File: config.mk
export PLATFORM = sky130hd
export DESIGN_NAME = pm_select_ctrl
export DESIGN_NICKNAME = d
export VERILOG_FILES = /design/src/rtl/pm_select_ctrl.sv
export SDC_FILE = /design/constraint.sdc
export NUM_CORES = 1
export LEC_CHECK = 0
export BUFFER_PORTS_ARGS = -buffer_cell sky130_fd_sc_hd__buf_2
export CORE_MARGIN = 1
export CORE_UTILIZATION = 55
export DETAILED_ROUTE_END_ITERATION = 6
export PLACE_DENSITY = 0.8
export RECOVER_POWER = 25
export SYNTH_ARGS = -nofsm -noshare
export SYNTH_HDL_FRONTEND = slang
export SYNTH_SLANG_ARGS = --single-unit
File: constraint.sdc
create_clock -name clk -period 3.9 [get_ports clk]
set_input_delay 0.195 -clock clk [delete_from_list [all_inputs] [get_ports clk]]
set_output_delay 0.195 -clock clk [all_outputs]
set_load 0.05 [all_outputs]
File: src/rtl/pm_select_ctrl.sv
// pm_select_ctrl: sequential minimum finder over four unsigned path metrics.
// One shared comparator walks metrics 1..3 against the running best, which
// starts at metric 0, and takes three compare cycles.
// Optional feature macro: PM_SELECT_NORM_EN. When it is defined, out_pm is
// normalized against the minimum. When it is undefined, out_pm carries the
// raw captured metrics and no subtractors are built.
//
// Handshake rules: a transfer happens on a rising edge where valid && ready.
// The producer holds its data stable while valid is high and not yet
// accepted. in_ready is high only in IDLE and depends on state alone.
// out_valid is high only in DONE. While out_ready is low, every result
// output holds its value.
module pm_select_ctrl #(
    parameter int W = 4
) (
    input  logic           clk,
    input  logic           rst_n,
    input  logic           in_valid,
    output logic           in_ready,
    input  logic [W-1:0]   pm0,
    input  logic [W-1:0]   pm1,
    input  logic [W-1:0]   pm2,
    input  logic [W-1:0]   pm3,
    output logic           out_valid,
    input  logic           out_ready,
    output logic           d1,
    output logic           d0,
    output logic [W-1:0]   min_pm,
    output logic [4*W-1:0] out_pm,
    output logic           busy
);

    localparam logic [1:0] S_IDLE = 2'd0;
    localparam logic [1:0] S_CMP  = 2'd1;
    localparam logic [1:0] S_DONE = 2'd2;

    logic [1:0]     state;
    logic [W-1:0]   pm_q [4];
    logic [W-1:0]   best;
    logic [1:0]     best_idx;
    logic [1:0]     cnt;
    logic [1:0]     res_idx;
    logic [W-1:0]   res_min;
    logic [4*W-1:0] res_pm;

    logic [W-1:0]   cand;
    logic           take;
    logic [W-1:0]   nxt_best;
    logic [1:0]     nxt_idx;

    // Shared comparator. A strict less-than keeps the lowest index among equal minima.
    always_comb begin
        cand     = pm_q[cnt];
        take     = cand < best;
        nxt_best = take ? cand : best;
        nxt_idx  = take ? cnt : best_idx;
    end

    // Capture, compare-walk and result registers. Results load only on entry to DONE.
    always_ff @(posedge clk or negedge rst_n) begin
        if (!rst_n) begin
            state    <= S_IDLE;
            for (int i = 0; i < 4; i++) pm_q[i] <= '0;
            best     <= '0;
            best_idx <= '0;
            cnt      <= '0;
            res_idx  <= '0;
            res_min  <= '0;
            res_pm   <= '0;
        end else begin
            case (state)
                S_IDLE: begin
                    if (in_valid) begin
                        pm_q[0]  <= pm0;
                        pm_q[1]  <= pm1;
                        pm_q[2]  <= pm2;
                        pm_q[3]  <= pm3;
                        best     <= pm0;
                        best_idx <= 2'd0;
                        cnt      <= 2'd1;
                        state    <= S_CMP;
                    end
                end
                S_CMP: begin
                    best     <= nxt_best;
                    best_idx <= nxt_idx;
                    cnt      <= cnt + 2'd1;
                    if (cnt == 2'd3) begin
                        state   <= S_DONE;
                        res_idx <= nxt_idx;
                        res_min <= nxt_best;
`ifdef PM_SELECT_NORM_EN
                        // The minimum is never larger than any metric, so these subtractions cannot wrap.
                        res_pm  <= {pm_q[3] - nxt_best, pm_q[2] - nxt_best,
                                    pm_q[1] - nxt_best, pm_q[0] - nxt_best};
`else
                        res_pm  <= {pm_q[3], pm_q[2], pm_q[1], pm_q[0]};
`endif
                    end
                end
                S_DONE: begin
                    if (out_ready) state <= S_IDLE;
                end
                default: state <= S_IDLE;
            endcase
        end
    end

    // Status and result outputs are decoded from registered state only.
    always_comb begin
        in_ready  = (state == S_IDLE);
        out_valid = (state == S_DONE);
        busy      = (state != S_IDLE);
        d1        = res_idx[1];
        d0        = res_idx[0];
        min_pm    = res_min;
        out_pm    = res_pm;
    end

endmodule
==> flow_metrics.py, run 1 <==
metrics = {
    "placed_design": {
        "dp_hpwl_mm": 2.93,
        "place_ws_ns": 0.923,
        "gp_congestion": 0.816,
        "place.port_buffers": 44,
        "placed_cells": 277,
    },
    "yosys": {
        "ys_ff_latch": 48,
        "syn_area_per_cell_um2": 11.2,
        "yosys_warnings": 0,
        "ys_seq_area_share_pct": 56.3,
        "synth.distinct_cells": 32,
        "synth_cells": 190,
        "synth_commonest_cells": "54 x nand2_1, 48 x dfrtp_1, 15 x mux2_2",
        "synth_fp_nets": 214,
        "syn_area_um2": 2130,
        "yosysTopAreaCell": "dfrtp_1",
        "synth-edff-count": 0,
        "synthFlopType": "dfrtp_1",
        "synth_area_leaders": "dfrtp_1 56%, nand2_1 9.5%, mux2_2 7.9%, mux4_1 3.7%, ha_1 2.3%",
        "synthArstFlopShare_pct": 100,
        "synth_top_area_share_pct": 56.3,
        "synth.most_common_cell": "nand2_1",
    },
    "critical_path": {
        "slowest_delay_ns": 0.66,
        "r2r_slack_ns": 0.88,
        "critPathLaunch": "cnt[0]",
        "worst-path-stages": 6,
        "slowest_stage": "mux4_1",
        "timing.rr.start": "cnt[0]",
        "arrival_ns": 3.20,
        "critPathTopFamily": "compound AO/OA/AOI/OAI gates",
        "crit_buf_inv": 0,
        "crit_type": "reg2reg",
        "end_kind": "flop",
        "worstPathRequired_ns": 4.08,
        "rr_worst_depth": 6,
        "critPathLaunchType": "flop",
        "timing.rr.end": "best[1]",
        "crit_fanout": 9,
        "endpoint": "best[1]",
        "path_cells": "mux4_1 -> ha_1 -> or2_2 -> a31oi_1 -> o31ai_1 -> a221o_2",
    },
    "sta": {
        "layout_min_cycle_time_ns": 3.02,
        "fmax_ghz": 0.331,
        "rsz0062_at_grt": "no",
        "hold_slack_ns": 0.0866,
        "fin_tns_setup_ns": 0,
        "slew_violations": 49,
        "hold_violations": 0,
        "worstMarginPinSlew_ns": 2.48,
        "setup_viol": 0,
        "setup_ws_ns": 0.882,
        "post-route-period-util_pct": 77.4,
        "relSlewSlack_pct": -65.4,
        "skew_ns": 0.00743,
    },
    "clock_network": {
        "cts_htree_levels": 2,
        "cts_made_buffers": 5,
        "cts-resized-gates": 0,
        "clkSinkCount": 48,
        "clkTransAtPathRegs_ns": 0.08,
        "cts_buffer_depth": 2,
        "root_buffer": "clkbuf_8",
        "post_cts_buffers": 0,
        "postCtsHoldBufs": 0,
        "cts_tree": "done",
        "clock_latency_ns": 0.30,
    },
    "global_routing": {
        "antenna_found_initial": 0,
        "grt_pass1_vias": 1495,
        "grt-ovfl-total": 0,
        "grt_max_degree": 49,
        "grt_pass1_wl_mm": 7.18,
        "track_usage_pct": 23.2,
    },
    "floorplanning": {
        "die_w_um": 64.3,
        "die_area_um2": 4130,
        "die_y_um": 64.3,
        "start_util_pct": 57.8,
        "num_rows": 22,
        "boundaryPins": 45,
        "core_region_area_um2": 3690,
    },
    "finish": {
        "antennaDiodeCount": 0,
        "regArea_um2": 1200,
        "drive_gt1_share_pct": 32.9,
        "fin_cells": 285,
        "nFillCells": 314,
        "finalNetCount": 260,
        "multi_input_area_um2": 876,
        "syn2layout_area_growth_pct": 18.3,
    },
    "job": {
        "max_cap_viol_count": 1,
    },
    "drt": {
        "wl_mm": 4.13,
        "dr.pass1.iters": 4,
        "viasPerCell": 5.42,
        "num_vias": 1546,
        "remaining_drc_errors": 0,
        "first_iter_violations": 75,
        "detail-route-antenna-nets": 0,
        "wl_per_cell_um": 14.5,
    },
    "status": {
        "violations": "max-capacitance violations, max-slew violations",
        "outcome": "finished with violations",
    },
    "hold_path": {
        "hp-class": "in2reg",
    },
}
==> cell usage in the layout (no fill, tap or decap), types with 3 or more instances in the layout <==
cell type,instances
a31oi_1,6
buf_2,43
clkbuf_8,7
dfrtp_1,48
ha_1,4
inv_1,7
mux2_2,15
mux4_1,3
nand2_1,54
nand3_1,5
nor2_1,7
o21ai_0,8
or2_2,3
==> final cells by class <==
cell class,count,share of cell area (%)
repair buffers,46,9.27
well taps,48,2.38
clock inverters,1,1.19
inverters,7,1.04
clock buffers,7,3.82
flip-flops and latches,48,47.6
multi-input cells,128,34.7
==> worst min path at each step <==
stage | from | end | slack, ns | depth (start not counted)
after floorplan | rst_n | best[0] | -0.10 | 0
after CTS | out_ready | state[1] | 0.09 | 2
final | out_ready | state[1] | 0.09 | 2
after global placement | out_ready | state[1] | 0.39 | 2
after detailed placement | out_ready | state[1] | 0.41 | 2
after global routing | out_ready | state[1] | 0.09 | 2
==> worst reg2reg max path: stages (launching register included) <==
cell	delay [ns]
dfrtp_1	0.59
mux4_1	0.67
ha_1	0.26
or2_2	0.32
a31oi_1	0.41
o31ai_1	0.24
a221o_2	0.42
==> routing by layer <==
metal  track usage (%)  up-vias  share of wire, %
li1                  -      748                 -
met1              31.8      757                46
met2              36.7       33                49
met3              3.93        8               3.1
met4              9.17        0               1.7
met5                 0        -                 0
==> registers in the layout, indices dropped and copies added (netlist names) <==
signal / count
out_pm: 16
pm_q: 16
best: 4
min_pm: 4
best_idx: 2
cnt: 2
res_idx: 2
state: 2
==> stage by stage <==
| step | instance area [µm²] | util, % |
|---|---|---|
| floorplan | 2130 | - |
| global placement | 2400 | 65.0 |
| detailed placement | 2400 | 65.0 |
| CTS | 2520 | 68.5 |
| global route | 2520 | 68.4 |
| finish | 2520 | 68.4 |
==> cells by family (layout without fill, tap and decap cells) <==
| kind of cell | count (synthesis) | in the layout | synth area share, % |
|---|---|---|---|
| flip-flops | 48 | 48 | 56.3 |
| AND/OR/NAND/NOR | 78 | 78 | 16.5 |
| AO/OA/AOI/OAI | 26 | 26 | 8.86 |
| adder cells (fa/ha/maj) | 4 | 4 | 2.35 |
| buffers and inverters | 14 | 61 | 2.87 |
| multiplexers | 20 | 20 | 13.1 |
Power of run 1 is not shown: default switching activity piles up to over one toggle a cycle in this logic, so the estimate is an artifact.
==> run 2, diff against run 1 <==
Settings changed: ABC_AREA from default to 1, CORE_UTILIZATION 55 to 49, PLACE_DENSITY 0.8 to 0.75.
Clock period 3.9 ns to 2.7 ns, I/O delays scaled along.
==> flow_metrics.py, run 2 <==
metrics = {
    "global_routing": {
        "grt_pass1_wl_mm": 7.22,
        "grt-ovfl-total": 0,
        "grt_pass1_vias": 1593,
        "track_usage_pct": 20.9,
        "antenna_found_initial": 0,
        "grt_max_degree": 49,
    },
    "critical_path": {
        "timing.rr.start": "cnt[0]",
        "arrival_ns": 2.19,
        "slowest_delay_ns": 0.56,
        "critPathLaunchType": "flop",
        "slowest_stage": "dfrtp_1",
        "worstPathRequired_ns": 2.86,
        "end_kind": "flop",
        "crit_fanout": 18,
        "crit_type": "reg2reg",
        "critPathLaunch": "cnt[0]",
        "path_cells": "a21oi_1 -> o21ai_0 -> nand2_1 -> inv_1 -> ha_1 -> a21oi_1 -> buf_4 -> nand2_1 -> o21ai_0 -> o21ai_0",
        "crit_path_frequent_cell": "o21ai_0",
    },
    "drt": {
        "dr.pass1.iters": 4,
        "wl_mm": 4.31,
        "viasPerCell": 4.93,
        "num_vias": 1715,
        "wl_per_cell_um": 12.4,
        "first_iter_violations": 127,
        "remaining_drc_errors": 0,
        "detail-route-antenna-nets": 0,
    },
    "finish": {
        "layout_common_cells": "72 x nand2_1, 48 x dfrtp_1, 43 x buf_2",
        "drive_gt1_share_pct": 22.1,
        "antennaDiodeCount": 0,
        "layout_commonest_cell": "nand2_1",
        "finalNetCount": 321,
        "syn2layout_area_growth_pct": 15.2,
        "final_cell_area_um2": 2520,
        "nFillCells": 402,
    },
    "yosys": {
        "ys_seq_area_share_pct": 55.0,
        "synth_cells": 253,
        "syn_area_per_cell_um2": 8.63,
        "syn_area_um2": 2180,
        "synthArstFlopShare_pct": 100,
        "synth.most_common_cell": "nand2_1",
        "synthFlopType": "dfrtp_1",
        "synth-edff-count": 0,
        "synth_area_leaders": "dfrtp_1 55%, nand2_1 12%, o21ai_0 8.0%, inv_1 6.0%, nand3_1 3.9%",
        "ys_ff_latch": 48,
        "synth_fp_nets": 277,
        "synth_commonest_cells": "72 x nand2_1, 48 x dfrtp_1, 35 x inv_1, 35 x o21ai_0, 17 x nand3_1",
        "yosysTopAreaCell": "dfrtp_1",
        "synth_top_area_share_pct": 55.0,
        "yosys_warnings": 0,
        "synth.distinct_cells": 22,
    },
    "clock_network": {
        "clkSinkCount": 48,
        "post_cts_buffers": 0,
        "cts_made_buffers": 5,
        "cts_tree": "done",
        "cts_htree_levels": 2,
        "postCtsHoldBufs": 1,
        "cts-resized-gates": 0,
        "cts_buffer_depth": 2,
        "root_buffer": "clkbuf_8",
        "clkTransAtPathRegs_ns": 0.09,
        "clock_latency_ns": 0.31,
    },
    "status": {
        "outcome": "finished with violations",
        "violations": "max-capacitance violations, max-slew violations",
    },
    "sta": {
        "fin_tns_setup_ns": 0,
        "layout_min_cycle_time_ns": 2.03,
        "relSlewSlack_pct": -67.1,
        "worstMarginPinSlew_ns": 2.51,
        "skew_ns": 0.00507,
        "hold_slack_ns": 0.0273,
        "hold_violations": 0,
        "slew_violations": 49,
        "setup_viol": 0,
        "fmax_ghz": 0.492,
        "rsz0062_at_grt": "no",
        "post-route-period-util_pct": 75.3,
    },
    "floorplanning": {
        "die_y_um": 68.8,
        "boundaryPins": 45,
        "num_rows": 23,
        "core_region_area_um2": 4140,
        "die_w_um": 68.8,
        "start_util_pct": 52.7,
        "die_area_um2": 4730,
    },
    "hold_path": {
        "hp-class": "in2reg",
        "hold_path_startpoint": "pm1[3]",
    },
    "job": {
        "max_cap_viol_count": 1,
    },
    "placed_design": {
        "place.port_buffers": 44,
        "gp_congestion": 0.892,
        "dp_hpwl_mm": 3.04,
        "place_area_um2": 2410,
    },
}
## run 2: cell types whose count changed after synthesis, sizes merged, moves of 4 or more
| cell | before | now |
|---|---|---|
| o21ai | 8 | 43 |
| inv | 7 | 41 |
| nand2 | 54 | 75 |
| mux2 | 15 | 0 |
| nand3 | 5 | 17 |
| buf | 2 | 9 |
| a31oi | 6 | 0 |
| a21oi | 2 | 7 |
| clkbuf | 5 | 0 |
| mux4 | 4 | 0 |
## run 2: area by class of cell
type | count | area (µm²) | area share (%)
clock buffers | 6 | 82.6 | 3.28
multi-input cells | 155 | 762 | 30.3
well taps | 50 | 62.6 | 2.49
inverters | 41 | 156 | 6.22
repair buffers | 46 | 236 | 9.40
clock inverters | 2 | 15.0 | 0.597
flip-flops and latches | 48 | 1200 | 47.7
## run 2: cell families after synthesis
family,Yosys count,synth area share [%]
flops,48,55.0
simple gates,97,19.3
buf+inv,50,10.1
fa+ha+maj,4,2.29
compound gates,54,13.3
## run 2: final timing paths
path | cells after the start | slack [ns] | endpoint
max reg2reg | 10 | 0.67 | min_pm[3]
min | 3 | 0.03 | pm_q[11]
max in group asynchronous | 1 | 0.69 | out_pm[5]
min reg2reg | 2 | 0.48 | min_pm[2]
min in group asynchronous | 1 | 0.60 | out_pm[7]
max | 10 | 0.67 | min_pm[3]
## run 2: metrics by stage
stage	std cells	setup slack (ns)	util [%]
global placement	339	0.799	58.2
global route	348	0.258	60.7
floorplan	253	0.668	-
finish	348	0.667	60.7
detailed placement	339	0.719	58.2
CTS	348	0.678	60.7
## run 2: layer usage
| metal | vias up | global-route usage [%] | wire length (µm) |
|---|---|---|---|
| met2 | 34 | 33.0 | 1930 |
| met1 | 791 | 28.7 | 2160 |
| met5 | - | 0 | 0 |
| met3 | 7 | 3.95 | 139 |
| met4 | 0 | 7.65 | 76 |
| li1 | 883 | - | - |
## run 2: critical path, delay by kind of cell (launching register included)
kind	cells	cell delay, ns
buf+inv	2	0.23
fa+ha+maj	1	0.28
compound gates	5	0.65
flops	1	0.56
simple gates	2	0.17
Power of run 2 is left out for the same reason.
